`src/rtl/sata_oob_pkg.sv`:
```
// sata_oob_pkg: shared state encoding, timer width and default timing
// constants for the SATA OOB controller.
package sata_oob_pkg;

  localparam int TMR_W = 20;

  // 400000 cycles per COMINIT/COMWAKE wait, 880000 cycles to see ALIGN.
  localparam logic [TMR_W-1:0] C_TIMEOUT_DEF       = 20'd400000;
  localparam logic [TMR_W-1:0] C_ALIGN_TIMEOUT_DEF = 20'd880000;
  localparam logic [3:0]       C_MAX_RETRY_DEF     = 4'd8;
  localparam logic [3:0]       C_RETRY_SAT         = 4'hF;

  // The third non-ALIGN cycle in SEND_ALIGN arrives with the run counter at 2.
  localparam logic [1:0]       C_RUN_LAST          = 2'd2;

  typedef enum logic [3:0] {
    ST_IDLE           = 4'd0,
    ST_COMRESET       = 4'd1,
    ST_WAIT_COMINIT   = 4'd2,
    ST_WAIT_NOCOMINIT = 4'd3,
    ST_COMWAKE        = 4'd4,
    ST_WAIT_COMWAKE   = 4'd5,
    ST_WAIT_NOCOMWAKE = 4'd6,
    ST_WAIT_ALIGN     = 4'd7,
    ST_SEND_ALIGN     = 4'd8,
    ST_LINK_UP        = 4'd9,
    ST_ERROR          = 4'd10
  } oob_state_e;

  // Retry counter increment that sticks at all-ones.
  function automatic logic [3:0] sat_inc4(input logic [3:0] v);
    return (v == C_RETRY_SAT) ? v : v + 4'd1;
  endfunction

  // States in which the transmitter drives data instead of electrical idle.
  function automatic logic tx_active(input oob_state_e s);
    return (s == ST_WAIT_ALIGN) || (s == ST_SEND_ALIGN) || (s == ST_LINK_UP);
  endfunction

endpackage

```
`src/rtl/sata_oob_timer.sv`:
```
// sata_oob_timer: loadable down-counter that stops at zero.
// The zero flag is decoded from the registered count, so a load takes one
// cycle before the flag can reflect the new value.
module sata_oob_timer
  import sata_oob_pkg::*;
#(
  parameter int W = TMR_W
) (
  input  logic         clk_i,
  input  logic         reset_i,
  input  logic         clear_i,
  input  logic         load_i,
  input  logic [W-1:0] value_i,
  output logic         zero_o
);

  localparam logic [W-1:0] C_ONE = {{(W-1){1'b0}}, 1'b1};

  logic [W-1:0] count_q;
  logic [W-1:0] count_d;

  // Next count: clear beats load, otherwise decrement and hold at zero.
  always_comb begin
    count_d = count_q;
    if (clear_i) begin
      count_d = '0;
    end else if (load_i) begin
      count_d = value_i;
    end else if (count_q != '0) begin
      count_d = count_q - C_ONE;
    end
  end

  // Count register with synchronous reset.
  always_ff @(posedge clk_i) begin
    if (reset_i) begin
      count_q <= '0;
    end else begin
      count_q <= count_d;
    end
  end

  assign zero_o = (count_q == '0);

endmodule

```
`src/rtl/sata_oob_ctrl.sv`:
```
// sata_oob_ctrl: host-side SATA out-of-band sequencer (COMRESET, COMINIT,
// COMWAKE, ALIGN exchange) ending in link-up.
// Optional build macro SATA_OOB_RETRY_LIMIT_EN: after P_MAX_RETRY timeouts
// without a link-up the controller locks into ERROR until i_reset. Without
// the macro it retries forever and o_err only pulses.
//
// state          | meaning
// ---------------+-------------------------------------------------------
// IDLE           | waiting for the PHY to become usable
// COMRESET       | transmitting COMRESET bursts
// WAIT_COMINIT   | waiting for the device COMINIT (timed)
// WAIT_NOCOMINIT | waiting for the COMINIT bursts to end
// COMWAKE        | transmitting COMWAKE bursts
// WAIT_COMWAKE   | waiting for the device COMWAKE (timed)
// WAIT_NOCOMWAKE | waiting for COMWAKE to end and the line to go active
// WAIT_ALIGN     | sending D10.2, waiting for a device ALIGN (timed)
// SEND_ALIGN     | sending ALIGN until three non-ALIGN cycles in a row
// LINK_UP        | link established
// ERROR          | retry limit exhausted, held until reset
module sata_oob_ctrl
  import sata_oob_pkg::*;
#(
  parameter logic [TMR_W-1:0] P_TIMEOUT       = C_TIMEOUT_DEF,
  parameter logic [TMR_W-1:0] P_ALIGN_TIMEOUT = C_ALIGN_TIMEOUT_DEF,
  parameter logic [3:0]       P_MAX_RETRY     = C_MAX_RETRY_DEF
) (
  input  logic i_clk,
  input  logic i_reset,
  input  logic i_phy_ready,
  input  logic i_rx_cominit,
  input  logic i_rx_comwake,
  input  logic i_rx_elecidle,
  input  logic i_rx_align,
  input  logic i_tx_comfinish,
  output logic o_tx_comreset,
  output logic o_tx_comwake,
  output logic o_tx_elecidle,
  output logic o_tx_align,
  output logic o_link_up,
  output logic o_err
);

  // A zero retry limit would lock out on the very first timeout.
  if (P_MAX_RETRY == 4'd0) begin : g_bad_retry
    $error("sata_oob_ctrl: P_MAX_RETRY must be nonzero");
  end

  oob_state_e       state_q;
  oob_state_e       state_d;
  logic [3:0]       retry_q;
  logic [3:0]       retry_d;
  logic [1:0]       run_q;
  logic [1:0]       run_d;
  logic             err_d;
  logic             timeout;

  logic             tmr_clear;
  logic             tmr_load;
  logic [TMR_W-1:0] tmr_value;
  logic             tmr_zero;

  logic             tx_comreset_q;
  logic             tx_comwake_q;
  logic             tx_elecidle_q;
  logic             tx_align_q;
  logic             link_up_q;
  logic             err_q;

  sata_oob_timer #(
    .W (TMR_W)
  ) u_timer (
    .clk_i   (i_clk),
    .reset_i (i_reset),
    .clear_i (tmr_clear),
    .load_i  (tmr_load),
    .value_i (tmr_value),
    .zero_o  (tmr_zero)
  );

  // Next-state, retry/run counters and timer control.
  // In the timed waits the device event is tested before the timer, so an
  // event arriving in the same cycle the timer reads zero still advances.
  always_comb begin
    state_d   = state_q;
    retry_d   = retry_q;
    run_d     = run_q;
    err_d     = 1'b0;
    timeout   = 1'b0;
    tmr_clear = 1'b0;
    tmr_load  = 1'b0;
    tmr_value = P_TIMEOUT;

    if (!i_phy_ready && (state_q != ST_ERROR)) begin
      state_d   = ST_IDLE;
      retry_d   = 4'd0;
      run_d     = 2'd0;
      tmr_clear = 1'b1;
    end else begin
      case (state_q)
        ST_IDLE: begin
          state_d = ST_COMRESET;
        end
        ST_COMRESET: begin
          if (i_tx_comfinish) begin
            state_d   = ST_WAIT_COMINIT;
            tmr_load  = 1'b1;
            tmr_value = P_TIMEOUT;
          end
        end
        ST_WAIT_COMINIT: begin
          if (i_rx_cominit) begin
            state_d = ST_WAIT_NOCOMINIT;
          end else if (tmr_zero) begin
            timeout = 1'b1;
          end
        end
        ST_WAIT_NOCOMINIT: begin
          if (!i_rx_cominit) begin
            state_d = ST_COMWAKE;
          end
        end
        ST_COMWAKE: begin
          if (i_tx_comfinish) begin
            state_d   = ST_WAIT_COMWAKE;
            tmr_load  = 1'b1;
            tmr_value = P_TIMEOUT;
          end
        end
        ST_WAIT_COMWAKE: begin
          if (i_rx_comwake) begin
            state_d = ST_WAIT_NOCOMWAKE;
          end else if (tmr_zero) begin
            timeout = 1'b1;
          end
        end
        ST_WAIT_NOCOMWAKE: begin
          if (!i_rx_comwake && !i_rx_elecidle) begin
            state_d   = ST_WAIT_ALIGN;
            tmr_load  = 1'b1;
            tmr_value = P_ALIGN_TIMEOUT;
          end
        end
        ST_WAIT_ALIGN: begin
          if (i_rx_align) begin
            state_d = ST_SEND_ALIGN;
            run_d   = 2'd0;
          end else if (tmr_zero) begin
            timeout = 1'b1;
          end
        end
        ST_SEND_ALIGN: begin
          if (i_rx_align) begin
            run_d = 2'd0;
          end else if (run_q == C_RUN_LAST) begin
            state_d = ST_LINK_UP;
            run_d   = 2'd0;
          end else begin
            run_d = run_q + 2'd1;
          end
        end
        ST_LINK_UP: begin
          retry_d = 4'd0;
          if (i_rx_cominit) begin
            state_d = ST_WAIT_NOCOMINIT;
          end
        end
        ST_ERROR: begin
          state_d = ST_ERROR;
        end
        default: begin
          state_d = ST_IDLE;
        end
      endcase

      if (timeout) begin
        err_d   = 1'b1;
        retry_d = sat_inc4(retry_q);
        state_d = ST_COMRESET;
`ifdef SATA_OOB_RETRY_LIMIT_EN
        if (sat_inc4(retry_q) >= P_MAX_RETRY) begin
          state_d = ST_ERROR;
        end
`endif
      end
    end

`ifdef SATA_OOB_RETRY_LIMIT_EN
    if (state_d == ST_ERROR) begin
      err_d = 1'b1;
    end
`endif
  end

  // State, counters and outputs; outputs are decoded from the next state so
  // they line up with the state register.
  always_ff @(posedge i_clk) begin
    if (i_reset) begin
      state_q       <= ST_IDLE;
      retry_q       <= 4'd0;
      run_q         <= 2'd0;
      tx_comreset_q <= 1'b0;
      tx_comwake_q  <= 1'b0;
      tx_elecidle_q <= 1'b1;
      tx_align_q    <= 1'b0;
      link_up_q     <= 1'b0;
      err_q         <= 1'b0;
    end else begin
      state_q       <= state_d;
      retry_q       <= retry_d;
      run_q         <= run_d;
      tx_comreset_q <= (state_d == ST_COMRESET);
      tx_comwake_q  <= (state_d == ST_COMWAKE);
      tx_elecidle_q <= !tx_active(state_d);
      tx_align_q    <= (state_d == ST_SEND_ALIGN);
      link_up_q     <= (state_d == ST_LINK_UP);
      err_q         <= err_d;
    end
  end

  assign o_tx_comreset = tx_comreset_q;
  assign o_tx_comwake  = tx_comwake_q;
  assign o_tx_elecidle = tx_elecidle_q;
  assign o_tx_align    = tx_align_q;
  assign o_link_up     = link_up_q;
  assign o_err         = err_q;

endmodule

```
`config.mk`:
```
export PLATFORM = sky130hd
export DESIGN_NAME = sata_oob_ctrl
export DESIGN_NICKNAME = d
export VERILOG_FILES = /design/src/rtl/sata_oob_pkg.sv /design/src/rtl/sata_oob_timer.sv /design/src/rtl/sata_oob_ctrl.sv
export SDC_FILE = /design/constraint.sdc
export NUM_CORES = 1
export LEC_CHECK = 0
export ABC_CLOCK_PERIOD_IN_PS = 2300
export CAP_MARGIN = 5
export CORE_MARGIN = 5
export CORE_UTILIZATION = 50
export CTS_CLUSTER_DIAMETER = 80
export DETAILED_ROUTE_END_ITERATION = 6
export PLACE_DENSITY = 0.66
export REMOVE_ABC_BUFFERS = 1
export SYNTH_ARGS = -nofsm -noshare
export SYNTH_HDL_FRONTEND = slang
export SYNTH_SLANG_ARGS = --single-unit
export TNS_END_PERCENT = 20
```
`constraint.sdc`:
```
create_clock -name i_clk -period 2.3 [get_ports i_clk]
set_input_delay 0.345 -clock i_clk [delete_from_list [all_inputs] [get_ports i_clk]]
set_output_delay 0.345 -clock i_clk [all_outputs]
set_load 0.005 [all_outputs]
```
=== Yosys cells after proc, flatten, opt, wreduce, memory -nomap -nowiden ===
Index checks and enable logic that the tools add are counted.

* Reduce and logical (&&, ||, !) cells: 18
* Shift operators: 0
* Divide/modulo/power cells: 0
* Bitwise logic cells: 0
* Mux-type cells: 33
* $lt $le $gt $ge: 0
* Equal/unequal tests: 18
* Multipliers: 0
* $add $sub $neg: 2

{| class="wikitable"
|+ Operators by type and width
! cell !! count
|-
| $mux 20 || 5
|-
| $mux 4 || 11
|-
| $pmux 4 s10 || 1
|-
| $eq 4x3->1 const B || 6
|-
| $eq 4x4->1 const B || 5
|-
| $logic_not 20->1 || 1
|-
| $reduce_bool 20->1 || 1
|-
| $sub 20x1->20 const B || 1
|-
| $mux 1 || 10
|-
| $eq 4x1->1 const B || 2
|-
| $eq 4x2->1 const B || 2
|-
| $reduce_or 2->1 || 4
|-
| $mux 2 || 3
|-
| $logic_not 1->1 || 4
|-
| $logic_not 4->1 || 1
|-
| $ne 4x4->1 const B || 1
|-
| $pmux 2 s2 || 1
|-
| $reduce_bool 2->1 || 2
|-
| $pmux 1 s3 || 1
|-
| $add 2x1->2 const B || 1
|-
| $eq 2x2->1 const B || 1
|-
| $logic_and 1x1->1 || 2
|-
| $logic_or 1x1->1 || 2
|-
| $ne 2x2->1 const B || 1
|-
| 2 further kinds || 2
|}

* Memories: 0
* Register bits after elaboration: 32
* Output and inout port bits: 6
* Latch bits: 0
* Logic and storage cells: 80
* Bits in writable memories: 0
* Memory bits (read-only): 0
* Bits of input ports: 8

=== Depth between registers and ports, before layout ===
Gate-level depths: netlist of run 1.

* Depth after elaboration: 11
* Gate-level depth with buffers: 8

=== By module ===
Synthesis of run 1 repeated with hierarchy kept, for this count alone.

* Cells, all modules: 222
* Area, all modules: 1884.3 sq um

{| class="wikitable"
|+ By module, submodules not included
! module !! times used !! cells each !! area each (sq um)
|-
| sata_oob_timer || 1 || 133 || 1099.8
|-
| sata_oob_ctrl || 1 || 89 || 784.5
|}

=== Worst setup path before layout of run 1 ===
No wires, ideal clock.

* Path kind: register to register
* From: register u_timer.count_q[9]
* To: register u_timer.count_q[11]
* Library setup time: 0.132 ns
* Buffers on the path: 2
* Clock period less this slack: 1.842 ns
* Stages on the path, launching flop included: 8
* Required time: 2.168 ns
* Setup slack: 0.458 ns
* Data arrival time: 1.710 ns
* Path through: dfxtp_1 or4_1 buf_2 nand2b_4 buf_6 o211ai_1 xor2_1 a21oi_1

* Longest elaborated chain between the ends: 3

{| class="wikitable"
|+ Ends and longest elaborated chain
! what !! RTL line !! text
|-
| start: declaration || sata_oob_timer.sv:19 || <nowiki>logic [W-1:0] count_q;</nowiki>
|-
| start signal: assignment || sata_oob_timer.sv:39 || <nowiki>count_q <= count_d;</nowiki>
|-
| $sub 20x1->20 || sata_oob_timer.sv:30 || <nowiki>count_d = count_q - C_ONE;</nowiki>
|-
| $mux 20 || sata_oob_timer.sv:29 || <nowiki>end else if (count_q != '0) begin</nowiki>
|-
| $mux 20 || sata_oob_timer.sv:27 || <nowiki>end else if (load_i) begin</nowiki>
|}

Several ways; a longest one is shown, not always the timed one. The select of a mux whose other input is x is not followed.
A chain may end at the register's enable or synchronous reset.

=== Worst setup path in the final report of run 1 ===
* From: register state_q[0]
* To: register u_timer.count_q[8]

* Longest elaborated chain between the ends: 5

{| class="wikitable"
|+ Ends and longest elaborated chain
! what !! RTL line !! text
|-
| start: declaration || sata_oob_ctrl.sv:48 || <nowiki>oob_state_e state_q;</nowiki>
|-
| start signal: assignment || sata_oob_ctrl.sv:208 || <nowiki>state_q <= state_d;</nowiki>
|-
| $eq 4x3->1 / $eq 4x1->1 (equally long branches) || sata_oob_ctrl.sv:99 || <nowiki>case (state_q)</nowiki>
|-
| $reduce_or 2->1 (no line) || -- ||
|-
| $pmux 1 s2 || sata_oob_ctrl.sv:99 ||
|-
| $mux 1 || sata_oob_ctrl.sv:93 || <nowiki>if (!i_phy_ready && (state_q != ST_ERROR)) begin</nowiki>
|-
| $mux 20 / $reduce_bool 2->1 (equally long branches) || -- ||
|}

Several ways; a longest one is shown, not always the timed one.

==> results.yml, run 1 <==
synth:
  synth_top_cell_by_area: "dfxtp_1"
  synth-async-reset-ratio_pct: 0
  ys_ff_latch: 32
  synthTopCellsByArea: "dfxtp_1 34%, xor2_1 5.6%, nor2_1 4.2%"
  netlist_area_um2: 1870
  ys_types: 56
  seq_area_frac_synth_pct: 34.3
  yosysWarnings: 0
  synth_cells: 214
  synth_flop_cell: "dfxtp_1"
  synth_most_common_cell: "dfxtp_1"
  yosysTopAreaCellShare_pct: 34.3
  synth_common_cells: "32 x dfxtp_1, 21 x nor2_1, 12 x a21oi_1, 12 x xor2_1, 10 x inv_1"
  synth-edff-count: 0
  syn_avg_cell_area_um2: 8.72
timing:
  slew_viol_final: 0
  fmax_ghz: 0.486
  fin_worst_skew_ps: 9.08
  fin_crit_ps: 2060
  rsz0062_at_grt: "false"
  finalHoldViolations: 0
  worst_pin_slew_ps: 793
  tns_ps: 0
  setup_violations: 0
  fin_crit_sh_pct: 89.5
  slew-limit-headroom_pct: 47.0
placed_design:
  gp_congestion: 0.946
  io_buffers: 13
  hpwl_um: 3380
worst_setup_path:
  arrival_ps: 2260
  crit_fanout: 12
  worst_setup_path_end_kind: "flop"
  regToRegSetupSlack_ps: 240
  worst_r2r_path_depth: 5
  reg2reg_from: "state_q[0]"
  cp.required_ps: 2500
  path_class: "reg -> reg"
  cp-start-kind: "flop"
  timing.rr.end: "u_timer.count_q[8]"
grt:
  antenna_found_initial: 0
  grt_pass1_vias: 1565
  overflow: 0
  grt_pass1_wl_um: 7310
  grt_max_degree: 17
  grt_usage_pct: 18.0
floorplanning:
  rows: 22
  dieHeight_um: 71.1
  dieArea_um2: 5050
  num_io_pins: 14
  start_util_pct: 51.3
  core_um2: 3630
  die_x_um: 71.1
clock_network:
  cts-resized-gates: 0
  cts_sinks: 32
  postCtsSetupRepairBufs: 0
  clk_latency_ps: 290
  cts_hold_buf: 0
  clkSlewWorstSetupHoldPaths_ps: 70
  tritoncts: "built"
  cts_root_buffer: "clkbuf_8"
  clock_path_buffers: 2
  htreeDepth: 2
  cts_made_buffers: 5
routing:
  drc_errors: 0
  wl_per_cell_um: 15.7
  ant_nets: 0
  initialDrtViolationCount: 144
  viasPerCell: 5.96
  vias: 1687
  routed_wl_um: 4440
  dr.pass1.iters: 4
hold_path:
  min_path_type: "reg -> reg"
  whs_endpoint: "u_timer.count_q[8]"
  hp-start: "u_timer.count_q[8]"
  holdPathStages: 2
layout:
  insertedDiodeCount: 0
  layout-drive-gt1-share_pct: 15.3
  nFillCells: 341
  layout.nets: 244
  area_delta_synth_final_pct: 17.0
job:
  cap_violations: 0
outcome:
  status: "finished clean"
per-layer routing:
| layer | global-route usage [%] | share of wire (%) |
|---|---|---|
| met5 | 0 | 0 |
| met2 | 29.2 | 48 |
| met4 | 5.64 | 1.6 |
| met1 | 22.8 | 43 |
| met3 | 5.68 | 7.4 |
layout make-up:
cell class / instances / area (um2) / share of cell area [%]
Inverter: 10 / 37.5 / 1.72
Clock inverter: 3 / 23.8 / 1.09
Tap cell: 48 / 60.1 / 2.75
Timing Repair Buffer: 26 / 228 / 10.4
Clock buffer: 5 / 68.8 / 3.15
Multi-Input combinational cell: 159 / 1120 / 51.5
Sequential cell: 32 / 641 / 29.3
per-stage QoR:
stage	worst slack [ps]	cells	hold WS, ps	utilization (%)	area [um2]
global placement	156	275	481	57.5	2090
floorplan	361	201	446	-	1800
global route	1.50	283	517	60.1	2180
finish	240	283	501	60.1	2180
detailed placement	143	275	490	57.5	2090
CTS	266	283	499	60.1	2180
worst max path at each step:
stage | start | end | cells after the start
2_1_floorplan | u_timer.count_q[4] | u_timer.count_q[13] | 5
3_3_place_gp | i_rx_cominit | o_tx_elecidle | 5
3_5_place_dp | i_rx_comwake | u_timer.count_q[8] | 5
4_1_cts | state_q[0] | u_timer.count_q[8] | 5
5_1_grt | state_q[0] | u_timer.count_q[14] | 5
6_report | state_q[0] | u_timer.count_q[8] | 5
flip-flops by register name, indices dropped and copies added (netlist names):
signal and flops:
o_tx_comwake 1, run_q 2, o_tx_align 1, o_tx_elecidle 1, o_err 1, u_timer.count_q 20, o_link_up 1, state_q 4
o_tx_comreset 1
critical path: stages, from the launching register on:
cell and delay (ps):
dfxtp_1 430, nand2b_1 260, nor4_1 430, o21bai_1 380
o2bb2ai_1 220, a211oi_1 250
cells by family after synthesis:
kind of cell | Yosys count | share of synthesized area (%)
AO/OA/AOI/OAI | 51 | 20.9
AND/OR/NAND/NOR | 89 | 30.0
XOR/XNOR | 17 | 7.98
flip-flops | 32 | 34.3
adder cells (fa/ha/maj) | 2 | 1.34
buffers and inverters | 23 | 5.37
cell usage in the layout (no fill, tap or decap), types with 6 or more instances in the layout:
master / instances
clkdlybuf4s50_1: 13
nor3_1: 7
nand2b_1: 6
buf_4: 13
dfxtp_1: 32
xor2_1: 12
inv_1: 10
nand3_1: 9
nor2_1: 21
a21oi_1: 12
Power of run 1 is left out: the tool's default activity adds up to more than one toggle a clock period on the data nets, which glitch-free logic cannot reach.
==> run 2: changes to the inputs <==
--- a/config.mk
+++ b/config.mk
@@ -5,7 +5,7 @@
 export SDC_FILE = /design/constraint.sdc
 export NUM_CORES = 1
 export LEC_CHECK = 0
-export ABC_CLOCK_PERIOD_IN_PS = 2300
+export ABC_CLOCK_PERIOD_IN_PS = 2350
 export CAP_MARGIN = 5
 export CORE_MARGIN = 5
 export CORE_UTILIZATION = 50
==> constraint.sdc (replaced) <==
create_clock -name i_clk -period 2.35 [get_ports i_clk]
set_input_delay 0.3525 -clock i_clk [delete_from_list [all_inputs] [get_ports i_clk]]
set_output_delay 0.3525 -clock i_clk [all_outputs]
set_load 0.005 [all_outputs]
==> run 2 against run 1 <==
Against the previous run: critical path depth is the same; setup slack gained 27 ps; register-to-register slack gained 30 ps; routed wire length shrank 1.7%; flip-flop and latch count is the same; final cell count shrank 2.1%; sequential share of layout area grew 0.72 points; hold slack lost 11 ps; global-route usage grew 0.67 points; critical path type unchanged; critical endpoint is now u_timer.count_q[13].
==> results.yml, run 2 (same netlist as run 1, synthesis figures left out) <==
grt:
  grt_pass1_wl_um: 7470
  grt_pass1_vias: 1579
  grt_max_degree: 17
  antenna_found_initial: 0
  overflow: 0
  grt_usage_pct: 18.7
timing:
  fin_crit_sh_pct: 88.6
  slew_viol_final: 0
  timing.hold.ws_ps: 489
  worst_pin_slew_ps: 520
  setup_violations: 0
  rsz0062_at_grt: "false"
  fin_ws_ps: 267
  fin_worst_skew_ps: 11.4
  slew-limit-headroom_pct: 64.8
  tns_ps: 0
  fin_crit_ps: 2080
  fmax_ghz: 0.480
  finalHoldViolations: 0
worst_setup_path:
  path_cells: "or4_1 > nand2b_4 > or2_1 > o211ai_1 > a21oi_1"
  path_class: "reg -> reg"
  arrival_ps: 2240
  crit_fanout: 15
  critPathSlowestCell: "or4_1"
  cp-start-kind: "flop"
  cp.required_ps: 2510
  crit_buf_inv: 0
  worst_setup_path_end_kind: "flop"
  cpLargestDelayFamily: "simple AND/OR/NAND/NOR gates"
  cpPeakStageDelay_ps: 670
clock_network:
  cts-resized-gates: 0
  cts_hold_buf: 0
  cts_sinks: 32
  htreeDepth: 2
  postCtsSetupRepairBufs: 0
  tritoncts: "built"
  clock_path_buffers: 2
  cts_made_buffers: 5
  clkSlewWorstSetupHoldPaths_ps: 70
  clk_latency_ps: 290
  cts_root_buffer: "clkbuf_8"
floorplanning:
  die_x_um: 71.1
  rows: 22
  dieHeight_um: 71.1
  num_io_pins: 14
  core_um2: 3630
  dieArea_um2: 5050
  start_util_pct: 51.3
routing:
  initialDrtViolationCount: 70
  ant_nets: 0
  dr.pass1.iters: 4
  routed_wl_um: 4360
  vias: 1648
  viasPerCell: 5.95
  drc_errors: 0
  wl_per_cell_um: 15.7
job:
  cap_violations: 0
placed_design:
  place_ws_ps: 221
  gp_congestion: 0.922
  io_buffers: 13
  hpwl_um: 3230
layout:
  nFillCells: 331
  insertedDiodeCount: 0
  reg.largest.list: "u_timer.count_q: 20 flops, state_q: 4 flops, run_q: 2 flops"
  layout.nets: 239
  layout_common_cells: "32 x dfxtp_1, 21 x nor2_1, 13 x clkdlybuf4s50_1"
  post-route-util_pct: 58.6
  layout-drive-gt1-share_pct: 12.7
  largest_register: "u_timer.count_q"
  largest_register_ffs: 20
  final_common_cell: "dfxtp_1"
  area_delta_synth_final_pct: 14.2
hold_path:
  min_path_type: "reg -> reg"
outcome:
  status: "finished clean"
## run 2: cell types whose count changed in the layout (fill, tap and decap cells not counted), sizes merged
cell | previous run | this run
buf | 13 | 8
clkinvlp | 2 | 0
clkbuf | 5 | 6
## run 2: final cells by class
class                   count  area [um2]  area share [%]
inverters                  10        37.5            1.76
well taps                  48        60.1            2.82
repair buffers             21         190            8.93
clock inverters             1        5.00           0.235
clock buffers               6        72.6            3.41
multi-input cells         159        1120            52.8
flip-flops and latches     32         641            30.1
## run 2: final timing paths
| check | start | endpoint | slack, ps | cells after the start |
|---|---|---|---|---|
| setup / recovery | u_timer.count_q[9] | u_timer.count_q[13] | 270 | 5 |
| hold / removal | u_timer.count_q[8] | u_timer.count_q[8] | 490 | 2 |
| hold reg to reg | u_timer.count_q[8] | u_timer.count_q[8] | 490 | 2 |
| setup reg to reg | u_timer.count_q[9] | u_timer.count_q[13] | 270 | 5 |
## run 2: per-stage QoR
step | cells | instance area [um2]
global placement | 270 | 2050
finish | 277 | 2130
floorplan | 201 | 1800
CTS | 277 | 2130
global route | 277 | 2130
detailed placement | 270 | 2050
## run 2: per-layer routing
| layer | part of all wire, % | vias to the layer above | wire, um | GRT usage, % |
|---|---|---|---|---|
| met5 | 0 | - | 0 | 0 |
| met4 | 1.3 | 0 | 55 | 7.31 |
| met3 | 5.5 | 4 | 238 | 6.82 |
| met2 | 48 | 49 | 2090 | 29.7 |
| met1 | 45 | 783 | 1970 | 23.0 |
| li1 | - | 812 | - | - |
## run 2: worst register-to-register path: cells and delay by family, from the launching register on
kind | cells | cell delay [ps]
compound gates | 2 | 230
flops | 1 | 360
simple gates | 3 | 1370
Power of run 2 is left out for the same reason.
